**src/rtl/p4_router_ingress_port_mux.sv**
```systemverilog
// rtl/p4_router_ingress_port_mux.sv - round-robin frame-atomic merge of N ingress AXIS ports onto the P4 ingress bus
module p4_router_ingress_port_mux #(
  parameter int NUM_ING_PHYS_PORTS = 4,
  parameter int DATA_BYTES         = 8,
  parameter int PORT_ID_WIDTH      = (NUM_ING_PHYS_PORTS > 2) ? $clog2(NUM_ING_PHYS_PORTS) : 1,
  parameter int CNT_WIDTH          = 32
) (
  input  logic                                           clk,
  input  logic                                           srst,
  input  logic [NUM_ING_PHYS_PORTS-1:0]                  s_tvalid,
  output logic [NUM_ING_PHYS_PORTS-1:0]                  s_tready,
  input  logic [NUM_ING_PHYS_PORTS*DATA_BYTES*8-1:0]     s_tdata,
  input  logic [NUM_ING_PHYS_PORTS*DATA_BYTES-1:0]       s_tkeep,
  input  logic [NUM_ING_PHYS_PORTS-1:0]                  s_tlast,
  output logic                                           m_tvalid,
  input  logic                                           m_tready,
  output logic [DATA_BYTES*8-1:0]                        m_tdata,
  output logic [DATA_BYTES-1:0]                          m_tkeep,
  output logic                                           m_tlast,
  output logic [PORT_ID_WIDTH-1:0]                       m_tid,
  input  logic [NUM_ING_PHYS_PORTS-1:0]                  port_enable,
  input  logic [NUM_ING_PHYS_PORTS-1:0]                  cnt_clear,
  output logic [NUM_ING_PHYS_PORTS*CNT_WIDTH-1:0]        frame_cnt,
  output logic [NUM_ING_PHYS_PORTS*CNT_WIDTH-1:0]        drop_cnt
);

  localparam int N  = NUM_ING_PHYS_PORTS;
  localparam int DW = DATA_BYTES * 8;

  localparam logic [0:0] ST_IDLE = 1'b0;
  localparam logic [0:0] ST_FWD  = 1'b1;

  localparam logic [1:0] MODE_START = 2'd0;
  localparam logic [1:0] MODE_FWD   = 2'd1;
  localparam logic [1:0] MODE_SINK  = 2'd2;

  if (NUM_ING_PHYS_PORTS < 2) begin : g_chk_ports
    $error("NUM_ING_PHYS_PORTS must be >= 2");
  end
  if (DATA_BYTES < 1) begin : g_chk_bytes
    $error("DATA_BYTES must be > 0");
  end
  if (CNT_WIDTH < 2) begin : g_chk_cnt
    $error("CNT_WIDTH must be >= 2");
  end

  logic [0:0]                     state_q, state_d;
  logic [PORT_ID_WIDTH-1:0]       gnt_q, gnt_d;
  logic [PORT_ID_WIDTH-1:0]       rr_q, rr_d;
  logic [N-1:0][1:0]              mode_q, mode_d;
  logic                           m_tvalid_q, m_tvalid_d;
  logic                           m_tlast_q, m_tlast_d;
  logic [DW-1:0]                  m_tdata_q, m_tdata_d;
  logic [DATA_BYTES-1:0]          m_tkeep_q, m_tkeep_d;
  logic [PORT_ID_WIDTH-1:0]       m_tid_q, m_tid_d;
  logic [N-1:0][CNT_WIDTH-1:0]    frame_cnt_q, frame_cnt_d;
  logic [N-1:0][CNT_WIDTH-1:0]    drop_cnt_q, drop_cnt_d;

  logic [N-1:0]                   s_ready;
  logic [N-1:0]                   cand;
  logic [N-1:0]                   frame_inc;
  logic [N-1:0]                   drop_inc;
  logic                           found;
  logic [PORT_ID_WIDTH-1:0]       pick;
  logic                           out_free;
  logic                           fwd_hs;
  logic                           sel_valid;
  logic                           sel_last;
  logic [DW-1:0]                  sel_data;
  logic [DATA_BYTES-1:0]          sel_keep;

  always_comb begin
    state_d     = state_q;
    gnt_d       = gnt_q;
    rr_d        = rr_q;
    mode_d      = mode_q;
    m_tvalid_d  = m_tvalid_q;
    m_tlast_d   = m_tlast_q;
    m_tdata_d   = m_tdata_q;
    m_tkeep_d   = m_tkeep_q;
    m_tid_d     = m_tid_q;
    frame_cnt_d = frame_cnt_q;
    drop_cnt_d  = drop_cnt_q;
    s_ready     = '0;
    cand        = '0;
    frame_inc   = '0;
    drop_inc    = '0;
    found       = 1'b0;
    pick        = '0;
    sel_valid   = 1'b0;
    sel_last    = 1'b0;
    sel_data    = '0;
    sel_keep    = '0;
    out_free    = !m_tvalid_q || m_tready;

    // Sinking ports accept unconditionally so a disabled source never backs up.
    for (int p = 0; p < N; p++) begin
      if (gnt_q == PORT_ID_WIDTH'(p)) begin
        sel_valid = s_tvalid[p];
        sel_last  = s_tlast[p];
        sel_data  = s_tdata[p*DW +: DW];
        sel_keep  = s_tkeep[p*DATA_BYTES +: DATA_BYTES];
      end
      if (mode_q[p] == MODE_SINK || (mode_q[p] == MODE_START && !port_enable[p])) begin
        s_ready[p] = 1'b1;
      end
      if (state_q == ST_FWD && gnt_q == PORT_ID_WIDTH'(p)) begin
        s_ready[p] = out_free;
      end
      cand[p] = (mode_q[p] == MODE_START) && port_enable[p] && s_tvalid[p];

      if (mode_q[p] == MODE_START) begin
        if (!port_enable[p] && s_tvalid[p]) begin
          if (s_tlast[p]) begin
            drop_inc[p] = 1'b1;
          end else begin
            mode_d[p] = MODE_SINK;
          end
        end
      end else if (mode_q[p] == MODE_SINK) begin
        if (s_tvalid[p] && s_tlast[p]) begin
          drop_inc[p] = 1'b1;
          mode_d[p]   = MODE_START;
        end
      end
    end

    fwd_hs = (state_q == ST_FWD) && out_free && sel_valid;

    if (fwd_hs) begin
      m_tvalid_d = 1'b1;
      m_tlast_d  = sel_last;
      m_tdata_d  = sel_data;
      m_tkeep_d  = sel_keep;
      m_tid_d    = gnt_q;
    end else if (m_tready) begin
      m_tvalid_d = 1'b0;
    end

    if (state_q == ST_FWD) begin
      if (fwd_hs && sel_last) begin
        state_d = ST_IDLE;
        for (int p = 0; p < N; p++) begin
          if (gnt_q == PORT_ID_WIDTH'(p)) begin
            mode_d[p]    = MODE_START;
            frame_inc[p] = 1'b1;
          end
        end
      end
    end else begin
      // Two passes give round-robin order: ports above the pointer first, then wrap.
      for (int p = 0; p < N; p++) begin
        if (!found && cand[p] && PORT_ID_WIDTH'(p) > rr_q) begin
          found = 1'b1;
          pick  = PORT_ID_WIDTH'(p);
        end
      end
      for (int p = 0; p < N; p++) begin
        if (!found && cand[p]) begin
          found = 1'b1;
          pick  = PORT_ID_WIDTH'(p);
        end
      end
      if (found) begin
        gnt_d   = pick;
        rr_d    = pick;
        state_d = ST_FWD;
        for (int p = 0; p < N; p++) begin
          if (pick == PORT_ID_WIDTH'(p)) begin
            mode_d[p] = MODE_FWD;
          end
        end
      end
    end

    for (int p = 0; p < N; p++) begin
      if (cnt_clear[p]) begin
        frame_cnt_d[p] = '0;
        drop_cnt_d[p]  = '0;
      end else begin
        if (frame_inc[p] && frame_cnt_q[p] != {CNT_WIDTH{1'b1}}) begin
          frame_cnt_d[p] = frame_cnt_q[p] + CNT_WIDTH'(1);
        end
        if (drop_inc[p] && drop_cnt_q[p] != {CNT_WIDTH{1'b1}}) begin
          drop_cnt_d[p] = drop_cnt_q[p] + CNT_WIDTH'(1);
        end
      end
    end
  end

  always_ff @(posedge clk) begin
    if (srst) begin
      state_q     <= ST_IDLE;
      gnt_q       <= '0;
      rr_q        <= PORT_ID_WIDTH'(N - 1);
      mode_q      <= '0;
      m_tvalid_q  <= 1'b0;
      m_tlast_q   <= 1'b0;
      m_tdata_q   <= '0;
      m_tkeep_q   <= '0;
      m_tid_q     <= '0;
      frame_cnt_q <= '0;
      drop_cnt_q  <= '0;
    end else begin
      state_q     <= state_d;
      gnt_q       <= gnt_d;
      rr_q        <= rr_d;
      mode_q      <= mode_d;
      m_tvalid_q  <= m_tvalid_d;
      m_tlast_q   <= m_tlast_d;
      m_tdata_q   <= m_tdata_d;
      m_tkeep_q   <= m_tkeep_d;
      m_tid_q     <= m_tid_d;
      frame_cnt_q <= frame_cnt_d;
      drop_cnt_q  <= drop_cnt_d;
    end
  end

  assign s_tready  = srst ? '0 : s_ready;
  assign m_tvalid  = m_tvalid_q;
  assign m_tlast   = m_tlast_q;
  assign m_tdata   = m_tdata_q;
  assign m_tkeep   = m_tkeep_q;
  assign m_tid     = m_tid_q;
  assign frame_cnt = frame_cnt_q;
  assign drop_cnt  = drop_cnt_q;

endmodule

```
**config.mk**
```make
export PLATFORM = sky130hd
export DESIGN_NAME = p4_router_ingress_port_mux
export DESIGN_NICKNAME = d
export VERILOG_FILES = /design/src/rtl/p4_router_ingress_port_mux.sv
export SDC_FILE = /design/constraint.sdc
export NUM_CORES = 1
export LEC_CHECK = 0
export BUFFER_PORTS_ARGS = -buffer_cell sky130_fd_sc_hd__buf_2
export CAP_MARGIN = 20
export CORE_AREA = 4 4 248 250
export CTS_CLUSTER_DIAMETER = 80
export DETAILED_ROUTE_END_ITERATION = 8
export DIE_AREA = 0 0 252 254
export GPL_TIMING_DRIVEN = 0
export PLACE_DENSITY = 0.53
export REMOVE_ABC_BUFFERS = 1
export SETUP_SLACK_MARGIN = 0.05
export SLEW_MARGIN = 20
export SYNTH_ARGS = -nofsm -noshare
export SYNTH_HDL_FRONTEND = slang
export SYNTH_SLANG_ARGS = --single-unit
```
**constraint.sdc**
```tcl
create_clock -name clk -period 7.4 [get_ports clk]
set_input_delay 2.22 -clock clk [delete_from_list [all_inputs] [get_ports clk]]
set_output_delay 2.22 -clock clk [all_outputs]
set_load 0.02 [all_outputs]
```
==> results.json, run 1 <==
{
  "clkPwrFrac": 0.445,
  "io_pins": 643,
  "setup_viol": 0,
  "num_rows": 89,
  "avgRoutedWirePerCell_um": 23.4,
  "yosys-top-cells-area": "dfxtp_1 (38%), mux4_2 (9.2%), a21oi_1 (6.9%), nand2_1 (6.1%), or4_1 (4.0%)",
  "multiInputGateArea_sq_um": 10800,
  "p_leak_nw": 8.94,
  "grt_use_total": 0.241,
  "ys_seq_elements": 345,
  "synth.most_common_cell": "dfxtp_1",
  "coreArea_sq_um": 59000,
  "p_sw_mw": 1.32,
  "die_area_sq_um": 64000,
  "grt_pass1_wl_mm": 119,
  "via_per_inst": 5.65,
  "synth_area_sq_um": 18200,
  "cts_setup_buffers": 0,
  "ctsLongestPathBuffers": 3,
  "startpoint_type": "input pin",
  "synth_top_family_by_area": "simple AND/OR/NAND/NOR gates",
  "cts_resized": 0,
  "num_vias": 19900,
  "setup_slack_ns": 1.89,
  "grt.overflow.total": 0,
  "io_buffers": 642,
  "ir_worst_vdd_v": 0.000153,
  "grt_pass1_vias": 18700,
  "path_class": "in2out",
  "worstSkewPairLatency_ns": 0.56,
  "busiest_layer": "met2",
  "tightest_slew_ns": 1.02,
  "wl_mm": 82.6,
  "start_util": 0.309,
  "dr.pass1.iters": 5,
  "clock-root-buffer": "clkbuf_16",
  "synthAdderAreaFrac": 0.00550,
  "timing.rr.start": "gnt_q[1]",
  "cts_htree_levels": 2,
  "avgSynthCellArea_sq_um": 8.57,
  "required_ns": 5.18,
  "die_w_um": 252,
  "grt_start_max_net_pins": 77,
  "drive_gt1_frac": 0.311,
  "total_power_mw": 4.84,
  "syn_inst": 2126,
  "synthTopCellsByCount": "dfxtp_1 (345), nand2_1 (294), a21oi_1 (252)",
  "max_freq_mhz": 181,
  "grt_setup_unrepaired": "false",
  "status": "finished, final reports clean",
  "fin_crit_ns": 5.51,
  "gr-usage-met1": 0.295,
  "numCtsBuffers": 44,
  "first_iter_violations": 1568,
  "async_reset_ff_frac": 0,
  "antenna_found_initial": 47,
  "synth_area_leader_cell": "dfxtp_1",
  "cts_tree": "yes",
  "max-slew-margin-rel": 0.321,
  "final_cells": 3527,
  "yosys.cell_types.count": 67,
  "startpoint": "m_tready",
  "gp_congestion": 1.01,
  "dp_cells": 3422,
  "power.density_nw_per_um2": 204,
  "synth_compound_area_frac": 0.179,
  "finClkSkew_ns": 0.0140,
  "swShare": 0.273,
  "path_max_fanout": 8,
  "drcViolationCount": 0,
  "nNetsFinal": 3011,
  "fill_cells": 6105,
  "ys_warn_count": 0,
  "fp.dieH_um": 254,
  "cp-end-kind": "output pin",
  "synthFlopType": "dfxtp_1",
  "hold_viol": 0,
  "tns_ns": 0,
  "hp-start": "m_tid[0]",
  "synth_xor_area_frac": 0.0183,
  "dp_hpwl_mm": 64.6,
  "synthMuxAreaShare": 0.0986,
  "internal-power_mw": 3.52,
  "hold_buffers": 0,
  "synth.top_cell.area_share": 0.379,
  "clk_pin_slew_ns": 0.06,
  "worst_ep_arrival_time_ns": 3.29,
  "pre_cts_ws_ns": 1.81,
  "ys_seq_area_frac": 0.379,
  "numClockSinks": 345,
  "fin_crit_sh": 0.745,
  "regArea_sq_um": 6910,
  "antenna_left": 0,
  "area_delta_synth_final_pct": 30.1,
  "cap_viol_max_count": 0,
  "synth-simple-area-share": 0.285,
  "globalRouteMet3Util": 0.0987,
  "comb_power_share": 0.151,
  "p_seq_frac": 0.404,
  "synth-edff-count": 0,
  "met2_usage": 0.388,
  "hp-class": "reg2reg",
  "slew_violations": 0
}
==> worst max-delay path, stage by stage <==
cell and delay [ns]:
buf_2 0.11, nor2b_2 0.51, or3_1 0.20, a21oi_1 0.06, buf_2 0.20
==> sequential cells by signal, indices dropped and copies added, names as in the netlist <==
name	count
drop_cnt	128
frame_cnt	128
gnt_q	2
m_tdata	64
m_tid	2
m_tkeep	8
m_tlast	1
m_tvalid	1
mode_q	8
rr_q	2
state_q	1
==> routing by layer <==
layer	routed length, um	share of wire	vias up
met1	33000	0.40	9660
met3	8920	0.11	133
met5	86	0.0010	-
met4	2120	0.026	12
li1	-	-	9345
met2	38500	0.47	761
==> path summary, 6_finish.rpt <==
path,end,slack (ns),cells past startpoint
worst max-delay path,s_tready[2],1.89,5
worst min-delay path,m_tid[0],0.45,2
worst max register to register,frame_cnt[85],4.17,5
worst min register to register,m_tid[0],0.45,2
==> cell usage in the layout (no fill, tap or decap), types with 6 or more instances in the layout <==
cell,synthesis,routed
clkbuf_8,0,15
ha_1,8,8
nor3_1,18,17
nor2b_1,7,6
and2_1,21,21
a41o_1,9,9
o21ai_0,86,86
a31o_2,12,12
a31oi_1,20,20
clkbuf_1,104,8
mux2i_1,13,13
nand3b_1,8,8
nor2_1,94,93
nand4_1,82,82
mux4_2,74,74
and3_1,23,22
nor4_1,19,15
diode_2,0,27
o211ai_1,12,12
or2_2,13,9
clkinv_2,0,6
nand3_1,95,94
nand2b_1,9,9
dfxtp_1,345,343
or4_1,97,97
a2111oi_0,9,9
or3_1,92,92
o31ai_1,92,91
and3b_1,7,7
a211oi_1,8,8
inv_1,28,28
clkbuf_16,0,45
buf_2,20,642
nand2_1,294,294
and4_1,48,47
xnor2_1,36,36
a21oi_1,252,252
==> power groups by stage <==
| stage | logic, mW | clock network, mW | registers, mW |
|---|---|---|---|
| 2_1_floorplan | 0.336 | 0 | 2.08 |
| 3_3_place_gp | 0.677 | 0 | 2.05 |
| 3_5_place_dp | 0.732 | 0 | 1.99 |
| 4_1_cts | 0.733 | 2.22 | 1.95 |
| 5_1_grt | 0.779 | 2.29 | 1.96 |
| 6_report | 0.729 | 2.15 | 1.96 |
==> stage by stage <==
step	area, sq um	hold slack [ns]	util
after detailed placement	22200	0.445	0.375
after global placement	21900	0.440	0.371
after CTS	23600	0.453	0.400
after global routing	23700	0.468	0.401
after floorplan	17700	0.479	-
final	23700	0.451	0.401
==> cell type report <==
cell class                      instances  area share
Tap cell                              773      0.0408
Antenna cell                           27     0.00285
Multi-Input combinational cell       1623       0.455
Inverter                               28     0.00444
Sequential cell                       345       0.292
Clock inverter                          9     0.00327
Clock buffer                           68      0.0575
Timing Repair Buffer                  654       0.144
==> cells by family (layout without fill, tap and decap cells) <==
family                     after synthesis  in the layout
adders and majority gates                8              8
other                                    0             27
buffers and inverters                  158            759
xor gates and xnor gates                38             38
and+or+nand+nor                        952            952
muxes                                   87             87
DFF                                    345            345
AOI/OAI and AO/OA                      538            538
Note: power is estimated with default switching activity, not from simulation.
==> run 2, diff against run 1 <==
Settings changed: PLACE_DENSITY 0.53 to 0.55.
Clock period 7.4 ns to 4.78 ns, I/O delays scaled along.
==> run 2 against run 1 <==
Critical path type is now reg2out. Utilization increased by 0.068 points. Power increased by 57%. Largest power group unchanged. Critical endpoint unchanged. Worst hold slack worse by 0.00097 ns. Clock power is 60% higher. Register-to-register slack got worse by 2.8 ns. Wire length up 0.38%. Global-route usage increased by 0.078 points. First-iteration DRC count shrank 14%.
==> results.json, run 2 (synthesis gave the netlist of run 1 again) <==
{
  "finClkSkew_ns": 0.0187,
  "cts_htree_levels": 2,
  "hold_buffers": 0,
  "required_ns": 3.35,
  "busiest_layer": "met2",
  "cts_resized": 0,
  "power.density_nw_per_um2": 319,
  "fill_cells": 6098,
  "p_leak_nw": 8.94,
  "wl_mm": 82.9,
  "critPathBufInv": 1,
  "clk_pin_slew_ns": 0.06,
  "max-slew-margin-rel": 0.277,
  "met2_usage": 0.379,
  "slew_violations": 0,
  "numClockSinks": 345,
  "grt_start_max_net_pins": 78,
  "antenna_found_initial": 50,
  "dp_hpwl_mm": 65.4,
  "grt_setup_unrepaired": "false",
  "io_buffers": 642,
  "path_max_fanout": 39,
  "fin_crit_ns": 4.06,
  "fin_crit_sh": 0.849,
  "coreArea_sq_um": 59000,
  "cp-end-kind": "output pin",
  "grt_use_total": 0.241,
  "worstSkewPairLatency_ns": 0.57,
  "max_stage_delay_ns": 0.75,
  "grt.overflow.total": 0,
  "cts_setup_buffers": 0,
  "hp-class": "reg2reg",
  "ir_worst_vdd_v": 0.000304,
  "drive_gt1_frac": 0.311,
  "clock-root-buffer": "clkbuf_16",
  "crit_family": "simple AND/OR/NAND/NOR gates",
  "ctsLongestPathBuffers": 3,
  "cap_viol_max_count": 0,
  "nNetsFinal": 3009,
  "area_delta_synth_final_pct": 30.3,
  "reg2reg_slack_ns": 1.40,
  "final_common_cell": "buf_2",
  "numCtsBuffers": 43,
  "avgRoutedWirePerCell_um": 23.5,
  "grt_pass1_vias": 18400,
  "first_iter_violations": 1341,
  "fp.dieH_um": 254,
  "die_w_um": 252,
  "gr-usage-met1": 0.295,
  "total_power_mw": 7.58,
  "setup_viol": 0,
  "num_vias": 19900,
  "status": "finished, final reports clean",
  "worst_path_max_delay_cell": "dfxtp_4",
  "max_freq_mhz": 246,
  "tightest_slew_ns": 1.08,
  "start_util": 0.309,
  "via_per_inst": 5.64,
  "die_area_sq_um": 64000,
  "tns_ns": 0,
  "dr.pass1.iters": 5,
  "cts_tree": "yes",
  "hold_viol": 0,
  "worstPathCellList": "nand2_1 > or3_1 > a21oi_1 > buf_2",
  "final_cell_mix": "buf_2 (642), dfxtp_1 (343), nand2_1 (294), a21oi_1 (252), or4_1 (97)",
  "path_class": "reg2out",
  "io_pins": 643,
  "globalRouteMet3Util": 0.0977,
  "startpoint_type": "flop",
  "drcViolationCount": 0,
  "grt_pass1_wl_mm": 119,
  "worst_ep_arrival_time_ns": 2.63,
  "antenna_left": 0,
  "gp_congestion": 0.948,
  "num_rows": 89
}
-- run 2: changes by cell type in the layout (fill, tap and decap cells not counted), sizes merged --
cell,delta
clkbuf,-5
clkinvlp,+3
bufinv,+3
buf,-1
-- run 2: report_power, final --
part	internal [mW]	total (mW)	switching [mW]
logic	0.479	1.11	0.626
clock network	2.09	3.43	1.34
registers	2.96	3.04	0.0833
total	5.53	7.58	2.05
-- run 2: through the flow --
| stage | util | cells | hold WS [ns] | area [sq um] | worst slack, ns |
|---|---|---|---|---|---|
| 2_1_floorplan | - | 1996 | 0.479 | 17700 | -1.00 |
| 3_3_place_gp | 0.371 | 3411 | 0.440 | 21900 | -4.05 |
| 3_5_place_dp | 0.375 | 3422 | 0.443 | 22200 | 0.451 |
| 4_1_cts | 0.401 | 3500 | 0.452 | 23600 | 0.438 |
| 5_1_grt | 0.401 | 3511 | 0.471 | 23700 | 0.527 |
| 6_report | 0.402 | 3527 | 0.450 | 23700 | 0.720 |
-- run 2: path summary, 6_finish.rpt --
kind	cells after the start	startpoint	to
max	4	gnt_q[1]	s_tready[2]
min	2	m_tid[0]	m_tid[0]
max reg2reg	5	gnt_q[1]	frame_cnt[91]
min reg2reg	2	m_tid[0]	m_tid[0]
-- run 2: cell type report --
type / instances / area [sq um] / share of cell area
sequential: 345 / 6910 / 0.291
inverter: 28 / 105 / 0.00443
clock buffer: 63 / 1290 / 0.0545
timing repair buffer: 653 / 3410 / 0.144
multi-input combinational: 1623 / 10800 / 0.454
clock inverter: 15 / 198 / 0.00833
antenna: 27 / 67.6 / 0.00285
tap: 773 / 967 / 0.0408
-- run 2: layer usage --
layer	vias to the layer above	part of all wire
li1	9331	-
met1	9616	0.40
met2	756	0.45
met3	165	0.11
met4	26	0.042
met5	-	0.0021
-- run 2: worst reg2reg max path, delay by kind of cell, from the launching register on --
kind / cells / cell delay (ns)
flip-flops: 1 / 0.75
AO/OA/AOI/OAI: 1 / 0.16
AND/OR/NAND/NOR: 4 / 2.40
==> run 3, diff against run 2 <==
Clock period 4.78 ns to 3.4 ns, I/O delays scaled along.
==> run 3 against run 2 <==
Sequential power is 40% higher. Flip-flop and latch count unchanged. Non-clock buffer count rose by 2. Worst hold slack better by 0.00070 ns. Power grew 41%. Largest cell class unchanged. Sequential share of layout area down 0.053 points. Critical path depth unchanged. Via count grew 0.41%. Utilization up 0.081 points. Wire length increased by 1.1%. Register-to-register slack got worse by 0.93 ns. First-iteration DRC count up 1.3%. Largest power group unchanged.
==> results.json, run 3 (synthesis gave the netlist of run 1 again) <==
{
  "status": "finished, final reports clean",
  "final_cell_mix": "buf_2 (642), dfxtp_1 (342), nand2_1 (293), a21oi_1 (252), or4_1 (97)",
  "start_util": 0.309,
  "clkPwrFrac": 0.452,
  "tightest_slew_ns": 1.08,
  "antenna_left": 0,
  "grt_pass1_vias": 18500,
  "num_rows": 89,
  "avgRoutedWirePerCell_um": 23.8,
  "total_power_mw": 10.7,
  "grt_setup_unrepaired": "false",
  "post-route-util": 0.403,
  "worstSkewPairLatency_ns": 0.57,
  "timing.rr.end": "frame_cnt[91]",
  "hp-class": "reg2reg",
  "fin_crit_ns": 3.18,
  "comb_power_share": 0.149,
  "reg2reg_slack_ns": 0.47,
  "final_common_cell": "buf_2",
  "hold_end": "m_tid[0]",
  "grt_pass1_wl_mm": 120,
  "p_sw_mw": 2.91,
  "grt_use_total": 0.244,
  "setup_viol": 0,
  "die_w_um": 252,
  "io_buffers": 642,
  "cts_tree": "yes",
  "rr_worst_depth": 5,
  "multiInputGateArea_sq_um": 10800,
  "setup_slack_ns": 0.218,
  "worstPathCellList": "nand2_2 > or3_1 > a21oi_1 > buf_2",
  "design_area_sq_um": 23800,
  "clock-root-buffer": "clkbuf_16",
  "ctsLongestPathBuffers": 3,
  "max_stage_delay_ns": 0.58,
  "place_area_sq_um": 22200,
  "numCtsBuffers": 43,
  "area_delta_synth_final_pct": 30.6,
  "antenna_found_initial": 48,
  "dp_hpwl_mm": 65.4,
  "pre_cts_ws_ns": -0.355,
  "die_area_sq_um": 64000,
  "path_class": "reg2out",
  "cap_viol_max_count": 0,
  "cts_htree_levels": 2,
  "hp-start": "m_tid[0]",
  "wl_mm": 83.8,
  "worst_path_max_delay_cell": "dfxtp_4",
  "internal-power_mw": 7.78,
  "via_per_inst": 5.66,
  "power.density_nw_per_um2": 449,
  "numClockSinks": 345,
  "final_cells": 3528,
  "dr.pass1.iters": 7,
  "startpoint": "gnt_q[1]",
  "grt_start_max_net_pins": 78,
  "fin_crit_sh": 0.936,
  "nNetsFinal": 3011,
  "ir_worst_vdd_v": 0.000426,
  "startpoint_type": "flop",
  "fp.dieH_um": 254,
  "required_ns": 2.38,
  "path_max_fanout": 12,
  "p_seq_frac": 0.399,
  "slew_violations": 0,
  "max_freq_mhz": 314,
  "max-slew-margin-rel": 0.279,
  "gp_congestion": 0.948,
  "worst_ep_arrival_time_ns": 2.16,
  "finClkSkew_ns": 0.0192,
  "num_vias": 20000,
  "drive_gt1_frac": 0.312,
  "swShare": 0.272,
  "p_leak_nw": 8.96,
  "dp_cells": 3422,
  "io_pins": 643,
  "coreArea_sq_um": 59000,
  "regArea_sq_um": 6920,
  "cp-end-kind": "output pin",
  "hold_depth": 2,
  "clk_pin_slew_ns": 0.06,
  "drcViolationCount": 0,
  "grt.overflow.total": 0,
  "crit_family": "simple AND/OR/NAND/NOR gates",
  "critPathBufInv": 1,
  "first_iter_violations": 1358,
  "hold_viol": 0,
  "fill_cells": 6093,
  "timing.rr.start": "gnt_q[1]"
}
==> run 3: cell types whose count changed in the layout (fill, tap and decap cells not counted), sizes merged <==
| cell | before | now |
|---|---|---|
| buf | 653 | 655 |
| diode | 27 | 26 |
==> run 3: metal layers <==
layer	global-route usage	part of all wire	vias to the layer above
li1	-	-	9337
met1	0.299	0.40	9685
met2	0.384	0.46	769
met3	0.0977	0.11	162
met4	0.0980	0.038	22
met5	0.0158	0.0018	-
==> run 3: layout make-up <==
| type | instances | share of cell area |
|---|---|---|
| antenna | 26 | 0.00274 |
| clock buffer | 63 | 0.0544 |
| clock inverter | 15 | 0.00831 |
| inverter | 28 | 0.00442 |
| multi-input combinational | 1623 | 0.453 |
| sequential | 345 | 0.291 |
| tap | 773 | 0.0407 |
| timing repair buffer | 655 | 0.145 |
==> run 3: worst max path at each step <==
stage                               end  slack (ns)  depth (start not counted)
after floorplan                m_tid[1]       -2.38                          4
after global placement       m_tdata[6]       -5.43                          4
after detailed placement  frame_cnt[63]       -0.35                          6
after CTS                   s_tready[2]        0.09                          4
after global routing        s_tready[2]        0.10                          4
final                       s_tready[2]        0.22                          4
==> run 3: worst min-delay path, cell delays in order (launching register included) <==
cell and delay, ns:
dfxtp_1 0.30, nand2_1 0.05, a21oi_1 0.05
==> run 3: what timing repair did <==
| action | in CTS | in global routing |
|---|---|---|
| gates resized for setup | 2 | 2 |
| cloned | 0 | 0 |
| pin swaps | 0 | 0 |
| buffers inserted | 2 | 0 |
| hold buffers | 0 | 0 |
| setup endpoints to repair | 7 | 5 |
==> run 3: power groups by stage <==
stage | logic, mW | clock network (mW) | registers, mW
global placement | 1.46 | 0 | 4.47
CTS | 1.60 | 4.95 | 4.26
finish | 1.60 | 4.83 | 4.26
detailed placement | 1.55 | 0 | 4.36
global route | 1.71 | 5.11 | 4.28
floorplan | 0.732 | 0 | 4.52
==> run 3: through the flow <==
stage | TNS, ns | hold WS, ns
2_1_floorplan | -347.00 | 0.479
3_3_place_gp | -945.92 | 0.440
3_5_place_dp | -2.52 | 0.443
4_1_cts | 0 | 0.452
5_1_grt | 0 | 0.471
6_report | 0 | 0.451
